$ cat config.mk
export PLATFORM = sky130hd
export DESIGN_NAME = eth_mii_tx
export DESIGN_NICKNAME = d
export VERILOG_FILES = /design/src/rtl/eth_pkg.sv /design/src/rtl/eth_crc32_nibble.sv /design/src/rtl/eth_mii_tx.sv
export SDC_FILE = /design/constraint.sdc
export NUM_CORES = 1
export LEC_CHECK = 0
export BUFFER_PORTS_ARGS = -buffer_cell sky130_fd_sc_hd__buf_2
export CORE_ASPECT_RATIO = 0.5
export CORE_MARGIN = 2
export CORE_UTILIZATION = 45
export DETAILED_ROUTE_END_ITERATION = 8
export PLACE_DENSITY = 0.65
export SYNTH_ARGS = -nofsm -noshare
export SYNTH_HDL_FRONTEND = slang
export SYNTH_SLANG_ARGS = --single-unit
$ cat constraint.sdc
create_clock -name eth_tx_clk -period 2.67 [get_ports eth_tx_clk]
set_clock_uncertainty 0.05 [all_clocks]
set_input_delay 0.534 -clock eth_tx_clk [delete_from_list [all_inputs] [get_ports eth_tx_clk]]
set_output_delay 0.534 -clock eth_tx_clk [all_outputs]
set_load 0.02 [all_outputs]
$ cat src/rtl/eth_pkg.sv
// ---------------------------------------------------------------------------
// eth_pkg -- shared constants and state encoding for the MII transmitter.
//
// Contents:
//   PREAMBLE_NIB / SFD_NIB     nibbles sent ahead of the frame body
//   CRC_POLY / CRC_INIT        reflected Ethernet CRC-32 polynomial and seed
//   DEFAULT_IFG_NIBBLES        96 bit times expressed in MII nibbles
//   DEFAULT_MIN_PAYLOAD        minimum bytes ahead of the FCS when padding
//   tx_state_t                 transmitter state encoding
//
// Build option: ETH_TX_PAD_EN adds the PAD state to the encoding.
// ---------------------------------------------------------------------------
package eth_pkg;

  localparam logic [3:0]  PREAMBLE_NIB = 4'h5;
  localparam logic [3:0]  SFD_NIB      = 4'hD;
  localparam logic [31:0] CRC_POLY     = 32'hEDB8_8320;
  localparam logic [31:0] CRC_INIT     = 32'hFFFF_FFFF;

  localparam int DEFAULT_IFG_NIBBLES = 24;
  localparam int DEFAULT_MIN_PAYLOAD = 60;
  localparam int PREAMBLE_NIBBLES    = 15;
  localparam int FCS_NIBBLES         = 8;

  // S_ABORT is the single error nibble sent when the source runs dry.
  typedef enum logic [2:0] {
    S_IDLE     = 3'd0,
    S_PREAMBLE = 3'd1,
    S_SFD      = 3'd2,
    S_DATA     = 3'd3,
    S_FCS      = 3'd4,
    S_IFG      = 3'd5,
    S_ABORT    = 3'd6
`ifdef ETH_TX_PAD_EN
    ,
    S_PAD      = 3'd7
`endif
  } tx_state_t;

endpackage

$ cat src/rtl/eth_crc32_nibble.sv
// ---------------------------------------------------------------------------
// eth_crc32_nibble -- combinational one-nibble step of the reflected
// Ethernet CRC-32 (LSB of the nibble is processed first).
//
// Ports:
//   crc_in   [31:0] in   running CRC before this nibble
//   nib      [3:0]  in   nibble exactly as it appears on the MII
//   crc_out  [31:0] out  running CRC after this nibble
// ---------------------------------------------------------------------------
module eth_crc32_nibble
  import eth_pkg::*;
(
  input  logic [31:0] crc_in,
  input  logic [3:0]  nib,
  output logic [31:0] crc_out
);

  always_comb begin
    logic [31:0] c;
    c = crc_in;
    for (int i = 0; i < 4; i++) begin
      if (c[0] ^ nib[i]) c = {1'b0, c[31:1]} ^ CRC_POLY;
      else               c = {1'b0, c[31:1]};
    end
    crc_out = c;
  end

endmodule

$ cat src/rtl/eth_mii_tx.sv
// ---------------------------------------------------------------------------
// eth_mii_tx -- byte-stream to MII nibble transmitter. Adds preamble, SFD,
// optional zero padding and the CRC-32 FCS, then enforces the inter-frame
// gap. Every output is a flop loaded from the next-state logic.
//
// Parameters:
//   IFG_NIBBLES  minimum eth_tx_en-low cycles between frames
//   MIN_PAYLOAD  minimum bytes ahead of the FCS (padding builds only)
//
// Ports:
//   eth_tx_clk         in   25 MHz MII transmit clock, only clock
//   rst                in   synchronous, active-high reset
//   s_tdata[7:0]       in   frame byte, destination MAC first
//   s_tvalid           in   s_tdata valid
//   s_tlast            in   final byte of the frame
//   s_tready           out  byte taken when s_tvalid && s_tready
//   eth_txd[3:0]       out  MII transmit nibble
//   eth_tx_en          out  MII transmit enable
//   eth_tx_er          out  MII transmit error (underflow only)
//   frame_done         out  pulse the cycle after the last FCS nibble
//   tx_underflow       out  pulse on the error nibble of an aborted frame
//
// Build option: define ETH_TX_PAD_EN to pad short frames to MIN_PAYLOAD.
//
// The IFG state lasts IFG_NIBBLES-1 cycles and is followed by IDLE, which
// itself transmits nothing; a byte waiting at IDLE therefore starts its
// preamble exactly IFG_NIBBLES quiet cycles after the previous frame.
// ---------------------------------------------------------------------------
module eth_mii_tx
  import eth_pkg::*;
#(
  parameter int IFG_NIBBLES = DEFAULT_IFG_NIBBLES,
  parameter int MIN_PAYLOAD = DEFAULT_MIN_PAYLOAD
) (
  input  logic       eth_tx_clk,
  input  logic       rst,
  input  logic [7:0] s_tdata,
  input  logic       s_tvalid,
  input  logic       s_tlast,
  output logic       s_tready,
  output logic [3:0] eth_txd,
  output logic       eth_tx_en,
  output logic       eth_tx_er,
  output logic       frame_done,
  output logic       tx_underflow
);

  localparam int CNT_W = $clog2(IFG_NIBBLES + PREAMBLE_NIBBLES);

`ifdef ETH_TX_PAD_EN
  localparam logic [10:0] PAD_TARGET = 11'(MIN_PAYLOAD);
`else
  // Without padding the minimum payload plays no part.
  logic [10:0] unused_min_payload;
  assign unused_min_payload = 11'(MIN_PAYLOAD);
`endif

  tx_state_t        state, state_n;
  logic [CNT_W-1:0] cnt, cnt_n;
  logic             nib_hi, nib_hi_n;   // 1: high nibble of the byte is on the wire
  logic [7:0]       data_q, data_n;
  logic             last_q, last_n;
  logic [10:0]      byte_cnt, byte_cnt_n, byte_inc;
  logic [31:0]      crc, crc_n, crc_step;
  logic [3:0]       crc_nib;
  logic [3:0]       txd_n;
  logic             en_n, er_n, rdy_n, done_n, uf_n;
  logic             accept;

  eth_crc32_nibble u_crc (
    .crc_in  (crc),
    .nib     (crc_nib),
    .crc_out (crc_step)
  );

  assign accept = s_tvalid && s_tready;

  // NOTE: every signal written here gets a default first, so no path can
  // leave one unassigned and infer a latch.
  always_comb begin
    state_n    = state;
    cnt_n      = cnt;
    nib_hi_n   = nib_hi;
    data_n     = data_q;
    last_n     = last_q;
    byte_cnt_n = byte_cnt;
    crc_n      = crc;
    crc_nib    = '0;
    txd_n      = '0;
    en_n       = 1'b0;
    er_n       = 1'b0;
    rdy_n      = 1'b0;
    done_n     = 1'b0;
    uf_n       = 1'b0;

    // Count saturates; long frames keep flowing, only the pad test uses it.
    byte_inc = (byte_cnt == 11'h7FF) ? byte_cnt : byte_cnt + 11'd1;

    unique case (state)
      S_IDLE: begin
        rdy_n = 1'b1;
        if (accept) begin
          data_n     = s_tdata;
          last_n     = s_tlast;
          byte_cnt_n = '0;
          cnt_n      = '0;
          state_n    = S_PREAMBLE;
          rdy_n      = 1'b0;
          en_n       = 1'b1;
          txd_n      = PREAMBLE_NIB;
        end
      end

      S_PREAMBLE: begin
        en_n = 1'b1;
        if (cnt == CNT_W'(PREAMBLE_NIBBLES - 1)) begin
          state_n = S_SFD;
          txd_n   = SFD_NIB;
          crc_n   = CRC_INIT;
        end else begin
          cnt_n = cnt + CNT_W'(1);
          txd_n = PREAMBLE_NIB;
        end
      end

      S_SFD: begin
        en_n     = 1'b1;
        state_n  = S_DATA;
        nib_hi_n = 1'b0;
        txd_n    = data_q[3:0];
        crc_nib  = data_q[3:0];
        crc_n    = crc_step;
      end

      S_DATA: begin
        en_n = 1'b1;
        if (!nib_hi) begin
          // Moving onto the high nibble: the only cycle a new byte may enter.
          nib_hi_n   = 1'b1;
          txd_n      = data_q[7:4];
          crc_nib    = data_q[7:4];
          crc_n      = crc_step;
          byte_cnt_n = byte_inc;
          rdy_n      = !last_q;
        end else if (!last_q) begin
          if (accept) begin
            data_n   = s_tdata;
            last_n   = s_tlast;
            nib_hi_n = 1'b0;
            txd_n    = s_tdata[3:0];
            crc_nib  = s_tdata[3:0];
            crc_n    = crc_step;
          end else begin
            state_n = S_ABORT;
            er_n    = 1'b1;
            uf_n    = 1'b1;
          end
`ifdef ETH_TX_PAD_EN
        end else if (byte_cnt < PAD_TARGET) begin
          state_n  = S_PAD;
          nib_hi_n = 1'b0;
          crc_n    = crc_step;
`endif
        end else begin
          // crc already covers the nibble on the wire; stream it out inverted.
          state_n = S_FCS;
          cnt_n   = '0;
          txd_n   = ~crc[3:0];
          crc_n   = {4'h0, crc[31:4]};
        end
      end

`ifdef ETH_TX_PAD_EN
      S_PAD: begin
        en_n = 1'b1;
        if (!nib_hi) begin
          nib_hi_n   = 1'b1;
          crc_n      = crc_step;
          byte_cnt_n = byte_inc;
        end else if (byte_cnt < PAD_TARGET) begin
          nib_hi_n = 1'b0;
          crc_n    = crc_step;
        end else begin
          state_n = S_FCS;
          cnt_n   = '0;
          txd_n   = ~crc[3:0];
          crc_n   = {4'h0, crc[31:4]};
        end
      end
`endif

      S_FCS: begin
        if (cnt == CNT_W'(FCS_NIBBLES - 1)) begin
          state_n = S_IFG;
          cnt_n   = '0;
          done_n  = 1'b1;
        end else begin
          en_n  = 1'b1;
          cnt_n = cnt + CNT_W'(1);
          txd_n = ~crc[3:0];
          crc_n = {4'h0, crc[31:4]};
        end
      end

      S_ABORT: begin
        state_n = S_IFG;
        cnt_n   = '0;
      end

      S_IFG: begin
        if (cnt == CNT_W'(IFG_NIBBLES - 2)) begin
          state_n = S_IDLE;
          rdy_n   = 1'b1;
        end else begin
          cnt_n = cnt + CNT_W'(1);
        end
      end

      default: state_n = S_IDLE;
    endcase
  end

  // NOTE: state is updated with non-blocking assignments so every flop
  // samples the values from before this edge.
  always_ff @(posedge eth_tx_clk) begin
    if (rst) begin
      state        <= S_IDLE;
      cnt          <= '0;
      nib_hi       <= 1'b0;
      data_q       <= '0;
      last_q       <= 1'b0;
      byte_cnt     <= '0;
      crc          <= CRC_INIT;
      s_tready     <= 1'b0;
      eth_txd      <= '0;
      eth_tx_en    <= 1'b0;
      eth_tx_er    <= 1'b0;
      frame_done   <= 1'b0;
      tx_underflow <= 1'b0;
    end else begin
      state        <= state_n;
      cnt          <= cnt_n;
      nib_hi       <= nib_hi_n;
      data_q       <= data_n;
      last_q       <= last_n;
      byte_cnt     <= byte_cnt_n;
      crc          <= crc_n;
      s_tready     <= rdy_n;
      eth_txd      <= txd_n;
      eth_tx_en    <= en_n;
      eth_tx_er    <= er_n;
      frame_done   <= done_n;
      tx_underflow <= uf_n;
    end
  end

endmodule

======== Yosys cells after proc, flatten, opt, wreduce, memory -nomap -nowiden ========
Cells that the tools add are included.
operators by class
  div/mod/pow operators ................... 0
  equality and inequality tests ........... 21
  reductions and logical operators ........ 15
  $lt $le $gt $ge ......................... 0
  mux-type cells .......................... 55
  bitwise operators ....................... 12
  $add $sub $neg .......................... 1
  shifts and indexed selects .............. 0
  multipliers ............................. 0
operators with widths
  operator                                                                number
  32-bit 2-to-1 mux                                                       9
  32-bit case mux with 4 select lines                                     1
  13-bit NOT with 14-bit output                                           4
  6-bit 2-to-1 mux                                                        6
  6-bit case mux with 6 select lines                                      1
  4-bit 2-to-1 mux                                                        7
  3-bit 2-to-1 mux                                                        8
  8-bit 2-to-1 mux                                                        3
  3-bit case mux with 7 select lines                                      1
  2-bit inequality test (second input constant)                           10
  4-bit case mux with 5 select lines                                      1
  8-bit case mux with 2 select lines                                      1
  1-bit 2-to-1 mux                                                        12
  6-bit AND reduction                                                     2
  3-bit equality test (second input constant)                             3
  4-bit case mux with 2 select lines                                      1
  6-bit by 1-bit adder with 6-bit output (second input constant)          1
  3-bit by 2-bit equality test with 1-bit output (second input constant)  2
  6-bit by 3-bit equality test with 1-bit output (second input constant)  1
  6-bit by 4-bit equality test with 1-bit output (second input constant)  1
  6-bit by 5-bit equality test with 1-bit output (second input constant)  1
  1-bit case mux with 3 select lines                                      2
  3-bit AND reduction                                                     2
  6-bit nonzero test                                                      1
  16 further kinds                                                        23
word-level totals
  output and inout port bits .............. 9
  memory bits (read-only) ................. 0
  RAM bits ................................ 0
  bits in latches ......................... 0
  memories ................................ 0
  input port bits ......................... 12
  register bits after elaboration ......... 59
  word-level logic and storage cells ...... 115

======== Logic depth before layout (Yosys ltp) ========
  depth in word-level cells ............... 17
  gate-level depth with buffers ........... 11
  depth with buffers taken out ............ 10

======== By module ========
Synthesis repeated with hierarchy kept, for this count alone.
second synthesis, totals
  cell total of the unflattened synthesis .. 397
  area total of the unflattened synthesis .. 4085.2 µm²
modules (own cells, without submodules)
  module            instances  sequential area each (µm²)  area an instance (µm²)  cells each
  eth_mii_tx        1          1181.1                      3271.9                  345
  eth_crc32_nibble  1          0.0                         813.3                   52

======== Worst setup path before layout ========
OpenSTA, ideal clock, no wires.
  path kind ............................... input to register
  start point ............................. in s_tvalid
  end point ............................... reg crc[20]
  setup slack ............................. 107 ps
  data arrival time ....................... 2454 ps
  path buffers ............................ 0
  cell stages on the path ................. 8
  setup time .............................. 59 ps
  cells stage by stage .................... and4b_1 > a21oi_1 > a2bb2oi_2 > xnor2_4 > xnor3_1 > or3_1 > a21oi_1 > o32a_1
on the way
  cells in the longest elaborated chain, start to end .. 16
ends and longest elaborated chain
  item                                            line                    source
  start: declaration                              eth_mii_tx.sv:38        input logic s_tvalid,
  1-bit logical AND *                             eth_mii_tx.sv:76        assign accept = s_tvalid && s_tready;
  4-bit 2-to-1 mux                                eth_mii_tx.sv:146       if (accept) begin
  4-bit 2-to-1 mux                                eth_mii_tx.sv:145       end else if (!last_q) begin
  4-bit 2-to-1 mux                                eth_mii_tx.sv:137       if (!nib_hi) begin
  4-bit case mux with 2 select lines              eth_mii_tx.sv:99        unique case (state)
  1-bit XOR                                       eth_crc32_nibble.sv:22  if (c[0] ^ nib[i]) c = {1'b0, c[31:1]} ^ CRC_POLY;
  32-bit 2-to-1 mux (2 in series)                 eth_crc32_nibble.sv:22
  13-bit NOT with 14-bit output (no source line)  n/a
  32-bit 2-to-1 mux                               eth_crc32_nibble.sv:22
  13-bit NOT with 14-bit output (no source line)  n/a
  32-bit 2-to-1 mux                               eth_crc32_nibble.sv:22
  32-bit 2-to-1 mux                               eth_mii_tx.sv:146
  32-bit 2-to-1 mux                               eth_mii_tx.sv:145
  32-bit 2-to-1 mux                               eth_mii_tx.sv:137
  32-bit case mux with 4 select lines             eth_mii_tx.sv:99
  end signal: assignment                          eth_mii_tx.sv:247       crc <= crc_n;
  end: declaration                                eth_mii_tx.sv:64        logic [31:0] crc, crc_n, crc_step;
Every way passes the cells marked *; elsewhere a longest branch is shown, timed or not. The select of a mux whose other input is x is not followed.
A chain may end at the register's enable or synchronous reset.

======== Final worst setup path ========
  start point ............................. reg last_q
  end point ............................... reg crc[20]
on the way
  cells in the longest elaborated chain, start to end .. 14
ends and longest elaborated chain
  item                                            line                    source
  start: declaration                              eth_mii_tx.sv:62        logic last_q, last_n;
  start signal: assignment                        eth_mii_tx.sv:245       last_q <= last_n;
  4-bit 2-to-1 mux                                eth_mii_tx.sv:145
  4-bit 2-to-1 mux                                eth_mii_tx.sv:137
  4-bit case mux with 2 select lines              eth_mii_tx.sv:99
  1-bit XOR                                       eth_crc32_nibble.sv:22
  32-bit 2-to-1 mux (2 in series)                 eth_crc32_nibble.sv:22
  13-bit NOT with 14-bit output (no source line)  n/a
  32-bit 2-to-1 mux                               eth_crc32_nibble.sv:22
  13-bit NOT with 14-bit output (no source line)  n/a
  32-bit 2-to-1 mux                               eth_crc32_nibble.sv:22
  32-bit 2-to-1 mux                               eth_mii_tx.sv:146
  32-bit 2-to-1 mux                               eth_mii_tx.sv:145
  32-bit 2-to-1 mux                               eth_mii_tx.sv:137
  32-bit case mux with 4 select lines             eth_mii_tx.sv:99
Several ways; a longest one is shown, not always the timed one. The select of a mux whose other input is x is not followed.

==> impl_metrics.csv <==
group,metric,value,unit
status,status,"complete, no violations",
worst_setup_path,critical_path.max_stage_delay,0.50,ns
synthesis,synth_compound_gate_area_share,25.4,%
synthesis,synth_commonest_cells,"sky130_fd_sc_hd__dfxtp_1, sky130_fd_sc_hd__a21oi_1, sky130_fd_sc_hd__nor2_1, sky130_fd_sc_hd__nand2_1, sky130_fd_sc_hd__clkbuf_1",
routing,drt_pass1_iterations,5,
floorplanning,io_pins,21,
worst_setup_path,crit_path_cell_trace,"and4b_1, a21oi_1, a2bb2oi_2, xnor2_4, xnor3_2, or3_1, a21oi_1, o32a_1",
sta,max-slew-margin-rel,56.6,%
worst_setup_path,critical_path.endpoint_type,"flop",
worst_setup_path,timing.critical_path.from_type,"flop",
synthesis,synth.cell_area,3320,µm²
sta,worst_slew_pin_slew,0.651,ns
sta,final_hold_viol_count,0,
power_and_ir_drop,static-leakage-power,1.59,nW
floorplanning,die-area,8120,µm²
synthesis,yosysTopAreaCellShare,35.6,%
worst_setup_path,crit_arrival,2.74,ns
clock_tree,clk_pin_slew,0.05,ns
clock_tree,tritoncts_clock_tree,"built",
finish,layout.nets,443,
synthesis,share_of_synthesized_area_occupied_by_flip_flops_and_latches,35.6,%
sta,timing.final.crit_share,94.1,%
synthesis,synth-xor-area-share,8.44,%
floorplanning,initial_core_utilization,45.9,%
synthesis,post_synth_inst_count,390,
clock_tree,clock-root-buffer,"sky130_fd_sc_hd__clkbuf_16",
clock_tree,cts-hold-fix-buffers,0,
synthesis,netlist_top_cells_area,"sky130_fd_sc_hd__dfxtp_1, sky130_fd_sc_hd__a21oi_1, sky130_fd_sc_hd__mux2i_1",
finish,layout.area.seq,1180,µm²
floorplanning,rows,22,
synthesis,synth_top_cell_by_area,"sky130_fd_sc_hd__dfxtp_1",
clock_tree,cts.sinks,59,
power_and_ir_drop,pwr_density_cell,955,nW/µm²
global_route,grt_overflow_total,0,
sta,finalWorstPathRequiredPeriod,2.51,ns
worst_setup_path,cp_top_family,"compound AO/OA/AOI/OAI gates",
sta,final-setup-viol-count,0,
routing,vias_per_cell,5.75,
floorplanning,die-height,64.7,µm
clock_tree,cts-buffers-inserted,9,
synthesis,yosys_warnings,0,
worst_setup_path,critPathBufInv,0,
placement,gpl.final_weighted_congestion,0.878,
routing,route.detailed.wl_per_inst,16.3,µm
power_and_ir_drop,power.sequential.fraction,30.2,%
sta,rsz0062_at_grt,"yes",
synthesis,synthesis.nets,404,
power_and_ir_drop,power.net_switching,1.44,mW
power_and_ir_drop,p_int,2.42,mW
sta,summed_negative_setup_slack_over_all_endpoints,0,ns
sta,max_clock_freq,398,MHz
routing,detail_route.drc_violations,0,
synthesis,yosys.area_share.simple,21.4,%
synthesis,yosysMostFrequentCell,"sky130_fd_sc_hd__dfxtp_1",
finish,n_fill_cell,635,
global_route,grt_first_pass_wirelength,14.4,mm
placement,io_buffers,20,
worst_setup_path,crit_top_cell,"sky130_fd_sc_hd__a21oi_1",
power_and_ir_drop,clockPowerShare,27.7,%
clock_tree,htree_num_levels,3,
synthesis,synth.distinct_cells,60,
finish,synthToLayoutAreaGrowth,21.7,%
run,max_cap_violations,0,
finish,finish.utilization,55.8,%
routing,wirelength,8.63,mm
finish,multi_input_comb_area,2060,µm²
worst_setup_path,timing.critical_path.slowest_stage_cell,"sky130_fd_sc_hd__xnor3_2",
power_and_ir_drop,power.switching_fraction,37.2,%
synthesis,ys.flop_type,"sky130_fd_sc_hd__dfxtp_1",
placement,placement.cell_area,3700,µm²
synthesis,post_synth_arst_share,0,%
sta,finalMaxSlewViolations,0,
floorplanning,die-width,125,µm
clock_tree,clock_latency_reported_for_the_late_side_of_the_worst_skew_pair,0.33,ns
routing,route.antenna.remaining_nets,0,
sta,timing.hold.ws,0.397,ns
synthesis,synth-edff-count,0,
global_route,grt_pass1_vias,2971,
clock_tree,cts_max_path_buffers,2,
worst_setup_path,ff2ff_setup_slack,0.16,ns
global_route,grt_util_all_layers,22.4,%
power_and_ir_drop,power.combinational.fraction,42.1,%
synthesis,adder_and_majority_gate_portion_of_the_synthesized_area,0.754,%
finish,layout-drive-gt1-share,22.2,%
global_route,antenna_violations_before_repair,0,
synthesis,synth.ff_latch_count,59,
finish,fin_area,4040,µm²
synthesis,avgSynthCellArea,8.51,µm²
hold_path,timing.hold.worst.class,"in2reg",
synthesis,synth_top_family_by_area,"compound AO/OA/AOI/OAI gates",
finish,num_antenna_cells,0,
synthesis,yosys-mux-area-fraction,4.82,%
routing,dr_total_vias,3041,
power_and_ir_drop,vdd_ir_drop_max,0.410,mV
global_route,grt_start_max_net_pins,39,
worst_setup_path,critical_path_required,2.90,ns
worst_setup_path,timing.critical_path.fanout_max,5,
placement,dpl.hpwl,6.04,mm
floorplanning,design.core.area,7240,µm²
worst_setup_path,timing.setup.critical_path_class,"reg2reg",
routing,initialDrtViolationCount,374,
-- placed cells by master (no fill, tap or decap), types with 5 or more instances in the layout --
master	netlist	final
sky130_fd_sc_hd__clkbuf_16	0	9
sky130_fd_sc_hd__nor2b_1	8	8
sky130_fd_sc_hd__o22a_1	10	10
sky130_fd_sc_hd__a211oi_1	5	5
sky130_fd_sc_hd__nand3b_1	5	5
sky130_fd_sc_hd__o21ai_0	11	11
sky130_fd_sc_hd__xnor2_1	10	8
sky130_fd_sc_hd__mux2i_1	16	16
sky130_fd_sc_hd__buf_4	1	35
sky130_fd_sc_hd__o22ai_1	11	11
sky130_fd_sc_hd__nand2b_1	20	20
sky130_fd_sc_hd__nor2_1	39	39
sky130_fd_sc_hd__nand2_1	25	25
sky130_fd_sc_hd__buf_2	2	20
sky130_fd_sc_hd__nor3_1	7	7
sky130_fd_sc_hd__a21oi_1	58	56
sky130_fd_sc_hd__dfxtp_1	59	58
sky130_fd_sc_hd__nand3_1	5	5
sky130_fd_sc_hd__o32a_1	5	5
sky130_fd_sc_hd__o211ai_1	5	5
-- stage by stage --
stage                     std cells  power, mW  setup WS, ns
after CTS                       528       3.83        0.0869
after global placement          513       2.71        -0.148
final                           529       3.86         0.158
after global routing            529       4.11      -0.00513
after detailed placement        513       2.75        -0.216
after floorplan                 390       2.24         0.107
-- timing repair --
| action | 4_1_cts | 5_1_grt |
|---|---|---|
| pin swaps | 0 | 2 |
| gates resized for setup | 1 | 8 |
| setup buffers | 0 | 1 |
| setup endpoints to repair | 4 | 13 |
| endpoints found under the hold margin | 0 | 0 |
-- worst reg2reg max path: cells and delay by family (launching register included) --
family,cells,cell delay [ns]
AO/OA/AOI/OAI,4,0.84
AND/OR/NAND/NOR,2,0.58
flip-flops,1,0.32
XOR/XNOR,2,0.67
-- kinds of logic (layout without fill, tap and decap cells) --
| group | after synthesis | count (layout) |
|---|---|---|
| AO/OA/AOI/OAI | 127 | 127 |
| XOR/XNOR | 20 | 20 |
| adder cells (fa/ha/maj) | 2 | 2 |
| buffers and inverters | 31 | 74 |
| flip-flops | 59 | 59 |
| multiplexers | 16 | 16 |
| AND/OR/NAND/NOR | 135 | 135 |
-- power by group through the flow --
stage | clock (mW) | sequential [mW] | combinational [mW]
CTS | 1.09 | 1.16 | 1.58
floorplan | 0 | 1.16 | 1.08
global placement | 0 | 1.17 | 1.54
detailed placement | 0 | 1.18 | 1.57
global route | 1.13 | 1.19 | 1.79
finish | 1.07 | 1.17 | 1.63
-- per-layer routing --
metal,routed length [µm],part of all wire [%],track usage [%],up-vias
li1,-,-,-,1484
met1,4080,47,29.2,1445
met2,3920,45,36.5,102
met3,525,6.1,6.61,10
met4,103,1.2,6.25,0
met5,0,0,0,-
-- path summary, 6_finish.rpt --
| check | startpoint | endpoint | cells past startpoint |
|---|---|---|---|
| setup / recovery | last_q$_SDFFE_PP0P_ | crc[20]$_SDFFE_PP1P_ | 8 |
| hold / removal | s_tdata[7] | data_q[7]$_SDFFE_PP0P_ | 3 |
| setup reg to reg | last_q$_SDFFE_PP0P_ | crc[20]$_SDFFE_PP1P_ | 8 |
| hold reg to reg | crc[5]$_SDFFE_PP1P_ | crc[5]$_SDFFE_PP1P_ | 2 |
-- layout make-up --
| type | count | share of cell area [%] |
|---|---|---|
| Clock buffer | 13 | 6.69 |
| Tap cell | 96 | 2.97 |
| Timing Repair Buffer | 56 | 9.47 |
| Clock inverter | 2 | 0.248 |
| Multi-Input combinational cell | 300 | 51.1 |
| Sequential cell | 59 | 29.3 |
| Inverter | 3 | 0.279 |
-- sequential cells by signal (all words and copies together) (netlist names) --
register / count
crc: 32
data_q: 8
cnt: 6
eth_txd: 4
state: 3
eth_tx_en: 1
frame_done: 1
last_q: 1
nib_hi: 1
s_tready: 1
tx_underflow: 1
(Power assumes the default switching activity.)
